<file path="config.mk">
export PLATFORM = sky130hd
export DESIGN_NAME = uart_tx_ctrl
export DESIGN_NICKNAME = d
export VERILOG_FILES = /design/src/rtl/uart_tx_ctrl.sv
export SDC_FILE = /design/constraint.sdc
export NUM_CORES = 1
export LEC_CHECK = 0
export ABC_CLOCK_PERIOD_IN_PS = 3400
export BUFFER_PORTS_ARGS = -buffer_cell sky130_fd_sc_hd__buf_2
export CAP_MARGIN = 20
export CORE_MARGIN = 5
export CORE_UTILIZATION = 35
export DETAILED_ROUTE_END_ITERATION = 8
export HOLD_SLACK_MARGIN = 0.1
export SYNTH_ARGS = -nofsm -noshare
export SYNTH_HDL_FRONTEND = slang
export SYNTH_SLANG_ARGS = --single-unit
</file>
<file path="constraint.sdc">
create_clock -name baud_clk -period 3.4 [get_ports baud_clk]
set_input_delay 0.17 -clock baud_clk [delete_from_list [all_inputs] [get_ports baud_clk]]
set_output_delay 0.17 -clock baud_clk [all_outputs]
set_load 0.01 [all_outputs]
</file>
<file path="src/rtl/uart_tx_ctrl.sv">
// UART transmit control: host byte FIFO, 11-bit frame assembly and PISO sequencing.
// Runs entirely on baud_clk; rst is asynchronous and active-low.
module uart_tx_ctrl #(
    parameter int DEPTH      = 4,
    parameter bit PARITY_EN  = 1'b1,
    parameter bit PARITY_ODD = 1'b0
) (
    input  logic                     baud_clk,
    input  logic                     rst,
    input  logic [7:0]               tx_data,
    input  logic                     tx_valid,
    output logic                     tx_ready,
    output logic [10:0]              data_frame,
    output logic                     piso_start,
    input  logic                     piso_active,
    input  logic                     piso_done,
    output logic                     busy,
    output logic [$clog2(DEPTH):0]   fifo_count,
    output logic                     frame_err
);

    localparam int              AW         = $clog2(DEPTH);
    localparam int              CW         = AW + 1;
    localparam logic [CW-1:0]   FULL_COUNT = CW'(DEPTH);
    localparam logic [10:0]     IDLE_FRAME = 11'h7FF;
    localparam logic [3:0]      LAST_BIT   = 4'd11;

    typedef enum logic [1:0] {IDLE, LOAD, SEND, DONE} state_t;

    state_t         state_reg, state_next;

    logic [7:0]     fifo_mem [DEPTH];
    logic [AW-1:0]  wr_ptr_reg, rd_ptr_reg;
    logic [CW-1:0]  count_reg;
    logic           push, pop, fifo_nonempty;

    logic [7:0]     head, head_rev;
    logic           parity_bit;
    logic [10:0]    head_frame;

    logic [10:0]    data_frame_reg, data_frame_next;
    logic           piso_start_reg, piso_start_next;
    logic [3:0]     bit_cnt_reg, bit_cnt_next;
    logic           frame_err_reg, frame_err_next;

    assign fifo_nonempty = (count_reg != '0);
    assign tx_ready      = (count_reg < FULL_COUNT);
    assign push          = tx_valid && tx_ready;
    // The head is consumed exactly on the transition into LOAD.
    assign pop           = fifo_nonempty && ((state_reg == IDLE) || (state_reg == DONE));

    always_ff @(posedge baud_clk) begin
        if (push) begin
            fifo_mem[wr_ptr_reg] <= tx_data;
        end
    end

    always_ff @(posedge baud_clk or negedge rst) begin
        if (!rst) begin
            wr_ptr_reg <= '0;
            rd_ptr_reg <= '0;
            count_reg  <= '0;
        end else begin
            if (push) begin
                wr_ptr_reg <= wr_ptr_reg + AW'(1);
            end
            if (pop) begin
                rd_ptr_reg <= rd_ptr_reg + AW'(1);
            end
            case ({push, pop})
                2'b10:   count_reg <= count_reg + CW'(1);
                2'b01:   count_reg <= count_reg - CW'(1);
                default: count_reg <= count_reg;
            endcase
        end
    end

    // Frame bits 9..2 carry data LSB-first, so the byte is bit-reversed.
    assign head = fifo_mem[rd_ptr_reg];
    genvar gi;
    generate
        for (gi = 0; gi < 8; gi++) begin : g_rev
            assign head_rev[7-gi] = head[gi];
        end
    endgenerate

    assign parity_bit = PARITY_EN ? ((^head) ^ PARITY_ODD) : 1'b1;
    assign head_frame = {1'b0, head_rev, parity_bit, 1'b1};

    always_ff @(posedge baud_clk or negedge rst) begin
        if (!rst) begin
            state_reg <= IDLE;
        end else begin
            state_reg <= state_next;
        end
    end

    always_comb begin
        state_next = state_reg;
        case (state_reg)
            IDLE: if (fifo_nonempty) state_next = LOAD;
            LOAD: state_next = SEND;
            SEND: if (bit_cnt_reg == LAST_BIT) state_next = DONE;
            DONE: state_next = fifo_nonempty ? LOAD : IDLE;
            default: state_next = IDLE;
        endcase
    end

    always_comb begin
        data_frame_next = data_frame_reg;
        piso_start_next = piso_start_reg;
        bit_cnt_next    = bit_cnt_reg;
        frame_err_next  = frame_err_reg;
        case (state_reg)
            IDLE: begin
                if (fifo_nonempty) data_frame_next = head_frame;
            end
            LOAD: begin
                piso_start_next = 1'b1;
                bit_cnt_next    = 4'd0;
            end
            SEND: begin
                bit_cnt_next = bit_cnt_reg + 4'd1;
                if (bit_cnt_reg == LAST_BIT) piso_start_next = 1'b0;
            end
            DONE: begin
                if (!piso_done || piso_active) frame_err_next = 1'b1;
                data_frame_next = fifo_nonempty ? head_frame : IDLE_FRAME;
            end
            default: begin
                piso_start_next = 1'b0;
            end
        endcase
    end

    always_ff @(posedge baud_clk or negedge rst) begin
        if (!rst) begin
            data_frame_reg <= IDLE_FRAME;
            piso_start_reg <= 1'b0;
            bit_cnt_reg    <= 4'd0;
            frame_err_reg  <= 1'b0;
        end else begin
            data_frame_reg <= data_frame_next;
            piso_start_reg <= piso_start_next;
            bit_cnt_reg    <= bit_cnt_next;
            frame_err_reg  <= frame_err_next;
        end
    end

    assign data_frame = data_frame_reg;
    assign piso_start = piso_start_reg;
    assign frame_err  = frame_err_reg;
    assign fifo_count = count_reg;
    assign busy       = (state_reg != IDLE) || fifo_nonempty;

endmodule

</file>
==> out/results.tsv <==
metric	value	unit
post_cts_buffers	0	
finalSetupViolCount	0	
nNetsFinal	225	
synthMuxAreaShare	8.43	%
gp_congestion	0.705	
synth.distinct_cells	35	
required	3.65	ns
synth_fa_ha_area_share	5.39	%
synthesis.nets	181	
clk_path_buf_depth	2	
fin_setup_tns	0	ns
rows	30	
cts.clk_slew.worst_paths	0.06	ns
io_buffers	29	
rsz0062_at_grt	no	
finalCritPeriodShare	65.2	%
dp.final_hpwl	2700	µm
power_per_cell_area	972	nW/µm²
holdBufCountCts	9	
combPwrFrac	42.1	%
synth_compound_area_share	7.32	%
clock_sinks	57	
h-tree-depth	3	
drtIter0Drc	76	
cp-end-kind	flip-flop	
critPathKind	flip-flop to flip-flop	
syn_area	2460	µm²
max_freq	0.451	GHz
reg2reg_from	state_reg[1]$_DFFE_PN0P_	
switchingPower	0.992	mW
critPathCapture	fifo_count[2]$_DFFE_PN0P_	
num_antenna_cells	0	
grt_use_total	10.2	%
peakVddDrop	0.248	mV
min_path_type	input pin to flip-flop	
dp.cells	278	
pin_count	31	
layout_common_cells	edfxtp_1, buf_2, dfrtp_1, inv_1, clkbuf_8	
critical_path_arrival	2.47	ns
antenna_found_initial	0	
num_vias	1344	
syn-instance-count	158	
min_period	2.22	ns
seqPwrFrac	38.6	%
yosys_warnings	0	
syn_avg_cell_area	15.6	µm²
drv_slew	0	
cts_inserted_buffers	9	
grt_overflow	0	
layout.cells.non_filler	303	
path_max_fanout	11	
grt_pass1_vias	1404	
rr_endpoint	fifo_count[2]$_DFFE_PN0P_	
grt_pass1_wl	6590	µm
synth_seq_cells	57	
start_kind	flip-flop	
routed_wl	3920	µm
max_cap_viol_count	0	
leakage	1.16	nW
synthSimpleGateAreaFrac	4.88	%
dieArea	8810	µm²
cp-startpoint	state_reg[1]$_DFFE_PN0P_	
final_area	2960	µm²
min-delay-start	piso_done	
syn_to_final_growth	20.3	%
place_area	2690	µm²
clockRootBuffer	clkbuf_8	
clock_skew	0.00582	ns
synth-xor-area-share	5.23	%
start_util	36.0	%
hold_viol	0	
core_area	6830	µm²
reg2reg_setup_slack	1.18	ns
p_total	2.88	mW
pwr-share-clk	19.4	%
r2r_cells	9	
intPower	1.89	mW
via_per_inst	4.44	
grt_max_degree	26	
ant_nets	0	
synth_top_family_by_area	multiplexers	
seq_area_frac_synth	64.9	%
wl_per_cell	12.9	µm
drive_above_1_share	32.4	%
tightestPinTransition	0.634	ns
outcome	finished, final reports clean	
slew_headroom	57.4	%
final_common_cell	edfxtp_1	
die_h	93.9	µm
insertion_delay	0.33	ns
cts_tree	yes	
largest_reg_flops	32	
cts.repair.resized	0	
firstDrtPassIters	4	
switching_share	34.5	%
drc	0	
die_w	93.9	µm
[worst min path at each step]
stage | cells after the start | slack [ns] | end
2_1_floorplan | 0 | -0.13 | bit_cnt_reg[0]$_DFFE_PN0P_
3_3_place_gp | 1 | 0.21 | fifo_count[0]$_DFFE_PN0P_
3_5_place_dp | 1 | 0.19 | fifo_count[1]$_DFFE_PN0P_
4_1_cts | 3 | 0.11 | frame_err$_DFFE_PN0P_
5_1_grt | 3 | 0.14 | frame_err$_DFFE_PN0P_
6_report | 3 | 0.13 | frame_err$_DFFE_PN0P_
[synthesized netlist by cell type, drive strengths merged]
master	instances	area share, %
o22a	9	3.3
mux4	8	7.6
ha	9	4.6
a21boi	1	0.30
nand2b	2	0.51
xor2	3	1.1
nand2	8	1.3
edfxtp	32	39
a21o	1	0.30
a21bo	1	0.41
nor2b	2	0.51
a2111oi	1	0.36
o21a	1	0.30
nand3	3	0.61
a21oi	2	0.41
o21ai	8	1.6
and3	1	0.25
a22o	1	0.36
conb	1	0.15
mux2i	2	0.81
dfstp	10	11
buf	4	1.5
xnor2	10	4.2
nor2	3	0.46
dfrtp	15	15
and2	4	1.0
inv	12	1.8
fa	1	0.81
clkbuf	2	0.30
nor3	1	0.20
[cell type report]
type / count / area [µm²]
Inverter: 12 / 45.0
Timing Repair Buffer: 39 / 243
Fill cell: 640 / 3870
Multi-Input combinational cell: 83 / 773
Clock buffer: 11 / 151
Sequential cell: 57 / 1600
Tap cell: 96 / 120
Clock inverter: 5 / 30.0
[cell families (layout without fill, tap and decap cells)]
family,Yosys count,in the layout
flops,57,57
xor+xnor,13,13
buf+inv,18,67
fa+ha+maj,10,10
other cells,1,1
compound gates,25,25
simple gates,24,24
mux,10,10
[metal layers]
metal	GRT usage (%)	part of all wire (%)
met5	0	0
met4	6.14	2.3
met3	4.01	6.2
met2	16.1	47
met1	11.4	45
[per-stage QoR]
step                setup slack [ns]  hold WS, ns  utilization [%]
floorplan                       1.26       -0.126                -
global placement                1.21        0.207             39.4
detailed placement              1.18        0.194             39.4
CTS                             1.16        0.111             43.4
global route                   0.959        0.137             43.4
finish                          1.18        0.126             43.4
[critical path, cell delays in order, from the launching register on]
cell,delay (ns)
dfrtp_1,0.39
inv_1,0.07
ha_1,0.40
nor2_1,0.25
ha_1,0.22
inv_1,0.06
fa_1,0.37
xor2_1,0.15
nor2_1,0.11
xnor2_1,0.13
[power groups by stage]
stage,combinational (mW),clock (mW),sequential [mW]
final,1.21,0.557,1.11
after global routing,1.35,0.610,1.14
after CTS,1.23,0.578,1.12
after detailed placement,1.22,0,1.13
after global placement,1.21,0,1.13
after floorplan,0.993,0,1.11
Power figures use the tool's default switching activity.
